===== src/rtl/voting_pkg.sv =====
// Shared types for the polling-booth session sequencer:
// FSM state encoding, datapath mode codes and a one-hot check.
package voting_pkg;

  typedef enum logic [2:0] {
    IDLE,
    ARMED,
    CAST,
    LOCKOUT,
    CLOSED,
    CLEARING
  } state_e;

  localparam logic [1:0] DP_MODE_VOTE  = 2'b00;
  localparam logic [1:0] DP_MODE_COUNT = 2'b01;
  localparam logic [1:0] DP_MODE_CLEAR = 2'b10;

  function automatic logic onehot4(input logic [3:0] v);
    return (v != 4'b0000) && ((v & (v - 4'b0001)) == 4'b0000);
  endfunction

endpackage


===== src/rtl/vsc_edge_det.sv =====
// Rising-edge detector with a registered history bit.
// Ports: clk, rst (async, active high), d_i level in, rise_o edge out.
module vsc_edge_det (
  input  logic clk,
  input  logic rst,
  input  logic d_i,
  output logic rise_o
);

  logic d_q;

  // History resets high so a level already asserted
  // at reset release is not mistaken for a new edge.
  always_ff @(posedge clk or posedge rst) begin
    if (rst) d_q <= 1'b1;
    else     d_q <= d_i;
  end

  assign rise_o = d_i & ~d_q;

endmodule


===== src/rtl/voting_session_ctrl.sv =====
// Polling-officer session sequencer for the 4-candidate vote counter.
// Ports: officer arm/close/clear and voter sel/confirm in;
//   cast strobe + selection, datapath mode, booth status,
//   invalid/timeout pulses, ballot count and limit flag out.
module voting_session_ctrl
  import voting_pkg::*;
#(
  parameter int TIMEOUT_CYCLES = 1000,
  parameter int LOCK_CYCLES    = 16,
  parameter int MAX_BALLOTS    = 255,
  parameter int CLEAR_HOLD     = 8,
  parameter int BW             = 8
) (
  input  logic          clk,
  input  logic          rst,
  input  logic          officer_arm,
  input  logic          officer_close,
  input  logic          officer_clear,
  input  logic [3:0]    voter_sel,
  input  logic          voter_confirm,
  output logic          cast_valid,
  output logic [3:0]    cast_sel,
  output logic [1:0]    dp_mode,
  output logic          booth_ready,
  output logic          invalid_pulse,
  output logic          timeout_pulse,
  output logic          limit_reached,
  output logic [BW-1:0] ballots
);

  localparam int TMAX = (TIMEOUT_CYCLES > LOCK_CYCLES)
                      ? TIMEOUT_CYCLES : LOCK_CYCLES;
  localparam int TW = $clog2(TMAX + 1);
  localparam int CW = $clog2(CLEAR_HOLD + 1);

  localparam logic [TW-1:0] T_TO   = TW'(TIMEOUT_CYCLES);
  localparam logic [TW-1:0] T_LK   = TW'(LOCK_CYCLES);
  localparam logic [TW-1:0] T_ONE  = TW'(1);
  localparam logic [CW-1:0] C_LAST = CW'(CLEAR_HOLD - 1);
  localparam logic [BW-1:0] B_MAX  = BW'(MAX_BALLOTS);

  state_e        state_q, state_d;
  logic [TW-1:0] timer_q, timer_d;
  logic [CW-1:0] clr_q, clr_d;
  logic [BW-1:0] ballots_q, ballots_d;
  logic [3:0]    sel_q, sel_d;
  logic [1:0]    dp_q, dp_d;
  logic          inv_q, inv_d;
  logic          to_q, to_d;
  logic          clr_hit;

  logic arm_e, close_e, conf_e;

  vsc_edge_det u_arm (
    .clk    (clk),
    .rst    (rst),
    .d_i    (officer_arm),
    .rise_o (arm_e)
  );

  vsc_edge_det u_close (
    .clk    (clk),
    .rst    (rst),
    .d_i    (officer_close),
    .rise_o (close_e)
  );

  vsc_edge_det u_conf (
    .clk    (clk),
    .rst    (rst),
    .d_i    (voter_confirm),
    .rise_o (conf_e)
  );

  always_comb begin
    state_d   = state_q;
    timer_d   = timer_q;
    ballots_d = ballots_q;
    sel_d     = sel_q;
    inv_d     = 1'b0;
    to_d      = 1'b0;
    clr_d     = '0;
    clr_hit   = 1'b0;

    // Clear must be held continuously while idle or closed.
    if ((state_q == IDLE || state_q == CLOSED) && officer_clear) begin
      if (clr_q == C_LAST) clr_hit = 1'b1;
      else                 clr_d   = clr_q + 1'b1;
    end

    unique case (state_q)
      IDLE: begin
        if (clr_hit) begin
          state_d   = CLEARING;
          ballots_d = '0;
          sel_d     = 4'b0000;
        end else if (close_e) begin
          state_d = CLOSED;
        end else if (arm_e && ballots_q != B_MAX) begin
          state_d = ARMED;
          timer_d = T_TO;
        end
      end
      ARMED: begin
        // A valid confirm beats expiry in the same cycle.
        if (conf_e && onehot4(voter_sel)) begin
          state_d   = CAST;
          sel_d     = voter_sel;
          ballots_d = (ballots_q == B_MAX) ? ballots_q
                                           : ballots_q + 1'b1;
        end else begin
          inv_d = conf_e;
          if (timer_q <= T_ONE) begin
            state_d = IDLE;
            timer_d = '0;
            to_d    = 1'b1;
          end else begin
            timer_d = timer_q - 1'b1;
          end
        end
      end
      CAST: begin
        state_d = LOCKOUT;
        timer_d = T_LK;
      end
      LOCKOUT: begin
        if (timer_q <= T_ONE) begin
          state_d = IDLE;
          timer_d = '0;
        end else begin
          timer_d = timer_q - 1'b1;
        end
      end
      CLOSED: begin
        if (clr_hit) begin
          state_d   = CLEARING;
          ballots_d = '0;
          sel_d     = 4'b0000;
        end
      end
      CLEARING: state_d = IDLE;
      default:  state_d = IDLE;
    endcase

    dp_d = DP_MODE_VOTE;
    if (state_d == CLOSED)   dp_d = DP_MODE_COUNT;
    if (state_d == CLEARING) dp_d = DP_MODE_CLEAR;
  end

  always_ff @(posedge clk or posedge rst) begin
    if (rst) begin
      state_q   <= IDLE;
      timer_q   <= '0;
      clr_q     <= '0;
      ballots_q <= '0;
      sel_q     <= 4'b0000;
      dp_q      <= DP_MODE_VOTE;
      inv_q     <= 1'b0;
      to_q      <= 1'b0;
    end else begin
      state_q   <= state_d;
      timer_q   <= timer_d;
      clr_q     <= clr_d;
      ballots_q <= ballots_d;
      sel_q     <= sel_d;
      dp_q      <= dp_d;
      inv_q     <= inv_d;
      to_q      <= to_d;
    end
  end

  assign cast_valid    = (state_q == CAST);
  assign booth_ready   = (state_q == ARMED);
  assign cast_sel      = sel_q;
  assign dp_mode       = dp_q;
  assign invalid_pulse = inv_q;
  assign timeout_pulse = to_q;
  assign ballots       = ballots_q;
  assign limit_reached = (ballots_q == B_MAX);

endmodule


===== config.mk =====
export PLATFORM = sky130hd
export DESIGN_NAME = voting_session_ctrl
export DESIGN_NICKNAME = d
export VERILOG_FILES = /design/src/rtl/voting_pkg.sv /design/src/rtl/vsc_edge_det.sv /design/src/rtl/voting_session_ctrl.sv
export SDC_FILE = /design/constraint.sdc
export NUM_CORES = 1
export LEC_CHECK = 0
export CAP_MARGIN = 15
export CORE_ASPECT_RATIO = 0.6
export CORE_UTILIZATION = 50
export CTS_BUF_LIST = sky130_fd_sc_hd__clkbuf_4 sky130_fd_sc_hd__clkbuf_8
export DETAILED_ROUTE_END_ITERATION = 8
export PLACE_DENSITY_LB_ADDON = 0.3
export SETUP_SLACK_MARGIN = 0.1
export SLEW_MARGIN = 20
export SYNTH_ARGS = -nofsm -noshare
export SYNTH_HDL_FRONTEND = slang
export SYNTH_SLANG_ARGS = --single-unit

===== constraint.sdc =====
create_clock -name clk -period 1.95 [get_ports clk]
set_clock_uncertainty 0.2 [all_clocks]
set_input_delay 0.2925 -clock clk [delete_from_list [all_inputs] [get_ports clk]]
set_output_delay 0.2925 -clock clk [all_outputs]
set_load 0.05 [all_outputs]

* Word-level counts from Yosys, hierarchy flattened
Cells that the tools add are included.
** Storage, ports and cells
- Register bits after elaboration :: 36
** Operators by class
- Add/subtract/negate cells :: 4
- Order comparisons :: 1
- Equal/unequal tests :: 16
- Multiplexer cells :: 31
- Bitwise operators :: 7
- Reductions and logical operators :: 14
** Operators with widths (count)
- 2-to-1 mux 10 bit :: 5
- case mux 10 bit (4 select lines) :: 1
- 2-to-1 mux 8 bit :: 3
- 2-to-1 mux 3 bit :: 6
- 2-to-1 mux 4 bit :: 4
- case mux 8 bit (2 select lines) :: 1
- case mux 3 bit (5 select lines) :: 1
- <= comparator 10 x 1 -> 1 bit (second input constant) :: 1
- subtractor 10 x 1 -> 10 bit (second input constant) :: 1
- equality test 3 bit (second input constant) :: 3
- adder 8 x 1 -> 8 bit (second input constant) :: 1
- equality test 8 bit (second input constant) :: 1
- 2-to-1 mux 1 bit :: 8
- inequality test 2 bit (second input constant) :: 4
- inequality test 8 bit (second input constant) :: 1
- case mux 4 bit (2 select lines) :: 1
- nonzero test 4 bit :: 2
- equality test 3 x 2 -> 1 bit (second input constant) :: 2
- inequality test 2 x 1 -> 1 bit (second input constant) :: 3
- AND reduction 5 bit :: 1
- adder 4 x 1 -> 4 bit (second input constant) :: 1
- bitwise AND 4 bit :: 1
- equality test 4 x 3 -> 1 bit (second input constant) :: 1
- logical AND 1 bit :: 4
- 12 further kinds :: 16

* Logic depth before layout (Yosys ltp)
- Word-level depth :: 10
- Depth in mapped cells :: 8
- Depth with buffers taken out :: 7

* Cells and area by module
A second synthesis with hierarchy kept.
** Second synthesis, totals
- Cell total of the unflattened synthesis :: 196
- Area total of the unflattened synthesis :: 2019.4 µm²
** Modules (own cells, without submodules)
- voting_session_ctrl :: times used 1, cells an instance 187, area each 1888.1 µm²
- vsc_edge_det :: times used 3, cells an instance 3, area each 43.8 µm²

* Worst setup path after synthesis
Ideal clock, no wire load.
- Kind :: flip-flop to flip-flop
- Start point :: register state_q[1]
- End point :: register ballots_q[0], in the netlist ballots[0]
- Arrival :: 2.258 ns
- Data required time :: 1.625 ns
- Slack :: -0.633 ns
- Stages on the path, launching flop included :: 6
- Path through :: dfrtp_1 nor3b_2 nand2_1 a21o_4 a21oi_1 mux2_2
** RTL lines
- start, declared :: RTL line voting_session_ctrl.sv:42 : state_e state_q, state_d;
- start signal, assigned :: RTL line voting_session_ctrl.sv:161 : state_q <= state_d;
- equality test 3 x 1 -> 1 bit *
- net booth_ready :: RTL line voting_session_ctrl.sv:24 : output logic booth_ready,
- inequality test 2 x 1 -> 1 bit (no line), or another cell as far along
- AND reduction 4 bit (no line)
- end signal, assigned :: RTL line voting_session_ctrl.sv:164 : ballots_q <= ballots_d;
- end, declared :: RTL line voting_session_ctrl.sv:45 : logic [BW-1:0] ballots_q, ballots_d;
Mark *: on every way through the listed nets, which the timed path passes. The rest lies on a longest branch.
A chain may end at the register's enable or synchronous reset.

* Final worst setup path
- Start point :: register timer_q[1]
- End point :: register timer_q[8]
** Between the ends
- Word-level cells in the longest chain between the ends :: 4
** RTL lines
- start, declared :: RTL line voting_session_ctrl.sv:43 : logic [TW-1:0] timer_q, timer_d;
- start signal, assigned :: RTL line voting_session_ctrl.sv:162 : timer_q <= timer_d;
- subtractor 10 x 1 -> 10 bit or <= comparator 10 x 1 -> 1 bit (tied branches)
- 2-to-1 mux 10 bit * :: RTL line voting_session_ctrl.sv:113, voting_session_ctrl.sv:127
- 2-to-1 mux 10 bit :: RTL line voting_session_ctrl.sv:106 : if (conf_e && onehot4(voter_sel)) begin
- case mux 10 bit (4 select lines) * :: RTL line voting_session_ctrl.sv:91 : unique case (state_q)
Every way passes the cells marked *; elsewhere a longest branch is shown, timed or not. The select of a mux whose other input is x is not followed.

==> impl_metrics.tcl <==
set metrics [dict create \
    status "complete, but fails checks" \
    violations "setup timing" \
    finalCritPeriodShare_pct 112 \
    yosysWarnings 0 \
    insertion_delay_ns 0.30 \
    synth_ff_type "dfrtp_1" \
    ff2ff_setup_slack_ns -0.23 \
    peakVddDrop_v 0.00131 \
    n_antenna_cell 0 \
    ys_seq_area_share_pct 45.8 \
    switchingPower_mw 1.88 \
    internal-power_mw 2.61 \
    rsz0062_at_grt "true" \
    cts_sinks 36 \
    num_vias 2256 \
    synth_cell_types 52 \
    drtIter0Drc 242 \
    portBuffers 28 \
    core_mm2 0.00372 \
    max_slew_margin_pct 67.9 \
    synth-edff-count 0 \
    critPathCaptureType "flip-flop" \
    min_period_ns 2.18 \
    slew_viol_final 0 \
    leakage_nw 1.50 \
    mostFrequentLayoutCell "buf_4" \
    grt_pass1_wl_um 10200 \
    wl_per_cell_um 23.9 \
    drv_cap 0 \
    hold_viol_final 0 \
    antenna_found_initial 0 \
    finalSetupViolCount 17 \
    start_util_pct 53.0 \
    setup_slack_ns -0.234 \
    viasPerCell 6.60 \
    synth.ff_latch_count 36 \
    seqPwrFrac_pct 25.9 \
    grt_max_degree 37 \
    dp_cells 312 \
    final_nets 308 \
    clockBufferDepth 2 \
    path_clk_slew_ns 0.08 \
    p_sw_share_pct 41.9 \
    async_flop_share_pct 100 \
    routed_wl_um 8170 \
    gp_congestion 0.827 \
    synth_nets 211 \
    p_per_area_mw_per_mm2 1340 \
    layout_common_cells "buf_4 (73), dfrtp_1 (27), nand2_1 (19), buf_6 (11)" \
    num_io_pins 29 \
    drcViolationCount 0 \
    drive_above_1_share_pct 57.6 \
    cts_tree "built" \
    chipWidth_um 83.1 \
    cts_buffers 5 \
    dpl.hpwl_um 3980 \
    start_kind "flip-flop" \
    synthCells 197 \
    overflow 0 \
    critPathMaxFanout 3 \
    ant_nets 0 \
    root_buffer "clkbuf_8" \
    die_h_um 50.7 \
    grt_pass1_vias 1998 \
    hold_class "input port to asynchronous set/reset pin" \
    instances_no_fill 342 \
    comb_power_share_pct 57.2 \
    crit_type "flip-flop to flip-flop" \
    avgSynthCellArea_um2 10.0 \
    area_delta_synth_final_pct 70.6 \
    cts_max_level 2 \
    die-area_mm2 0.00421 \
    worstMarginPinSlew_ns 0.478 \
    required_ns 1.93 \
    syn-cell-area_mm2 0.00197 \
    r2r_cells 7 \
    holdWs_ns 0.194 \
    drtPass1Iterations 7 \
    crit_arrival_ns 2.16 \
    num-fill-cells 137 \
    clkPwrFrac_pct 16.9 \
    gr-usage-all-layers_pct 32.0 \
    clock.fmax_mhz 458 \
    row_count 17 \
]
-- area by class of cell --
class	count	area, um2	share of cell area (%)
clock buffer	7	96.3	2.86
inverter	6	22.5	0.669
clock inverter	1	30.0	0.892
multi-input combinational	147	1390	41.2
tap	47	58.8	1.75
timing repair buffer	98	860	25.5
sequential	36	912	27.1
-- synthesized netlist by cell type (all sizes together) (2+ instances only) --
cell	instances	area (um2)
a211oi	4	45.1
a21o	2	22.5
a21oi	15	86.3
a2bb2oi	5	43.8
a31oi	2	12.5
and3	4	25.0
buf	7	52.5
clkbuf	2	7.51
dfrtp	33	826
dfstp	3	78.8
ha	4	50.1
inv	6	22.5
mux2	3	33.8
mux2i	4	40.0
nand2	21	78.8
nand2b	7	43.8
nand3	15	75.1
nor2	14	52.6
nor2b	3	18.8
nor3	4	20.0
nor4	3	18.8
nor4b	4	35.0
o211ai	2	15.0
o32ai	4	35.0
or2	2	12.5
or3	2	17.5
or4	2	15.0
xnor2	2	17.5
-- worst paths after layout --
kind / start / endpoint
setup / recovery: timer_q[1] / timer_q[8]
hold / removal: rst / clr_q[1]
setup reg to reg: timer_q[1] / timer_q[8]
hold reg to reg: cast_sel[3] / cast_sel[3]
max in group asynchronous: rst / ballots[4]
min in group clk: voter_confirm / u_conf.d_q
-- logic make-up (layout without fill, tap and decap cells) --
group,after synthesis,in the layout,share of synthesized area [%]
compound gates,42,43,17.7
fa+ha+maj,4,4,2.53
mux,7,7,3.74
flops,36,36,45.8
buf+inv,15,112,4.18
simple gates,91,91,25.2
xor+xnor,2,2,0.887
-- power by group through the flow --
stage / sequential, mW / combinational (mW) / clock, mW
after floorplan: 1.33 / 0.834 / 0
after global placement: 1.10 / 1.67 / 0
after detailed placement: 1.12 / 1.77 / 0
final: 1.16 / 2.57 / 0.761
after CTS: 1.13 / 2.12 / 0.731
after global routing: 1.17 / 2.66 / 0.786
-- worst max-delay path, stage by stage (launching register included) --
cell       delay (ns)
dfrtp_1          0.41
inv_2            0.11
ha_4             0.17
or4b_4           0.53
nor4_4           0.20
a21oi_1          0.11
o32ai_1          0.23
a2bb2oi_1        0.10
-- sequential cells by signal, summed over array words and instances (netlist names) --
signal / count
u_arm.d_q: 1
u_conf.d_q: 1
timer_q: 10
clr_q: 4
invalid_pulse: 1
state_q: 3
ballots: 8
dp_mode: 2
u_close.d_q: 1
timeout_pulse: 1
cast_sel: 4
-- routing by layer --
metal | global-route usage, % | up-vias | routed length [um]
met3 | 7.40 | 52 | 743
met1 | 40.9 | 1106 | 3300
met4 | 11.5 | 0 | 484
li1 | - | 924 | -
met5 | 0 | - | 0
met2 | 54.1 | 174 | 3640
-- through the flow --
stage / setup WS (ns) / area (um2) / util (%) / total power, mW / setup TNS (ns)
floorplan: -0.276 / 2100 / - / 2.16 / -2.95
global placement: -0.396 / 2740 / 73.7 / 2.77 / -6.37
detailed placement: -0.461 / 2740 / 73.7 / 2.89 / -7.47
CTS: -0.136 / 3170 / 85.1 / 3.98 / -0.619
global route: -0.324 / 3370 / 90.5 / 4.62 / -2.77
finish: -0.234 / 3370 / 90.5 / 4.50 / -1.95
-- repair_timing --
action,4_1_cts,5_1_grt
setup buffers,13,11
resized for setup,48,25
pin swaps,24,14
endpoints found under the setup margin,27,25
hold buffers,0,0
cloned,1,0
No activity file was read; power rests on OpenSTA's default activity.
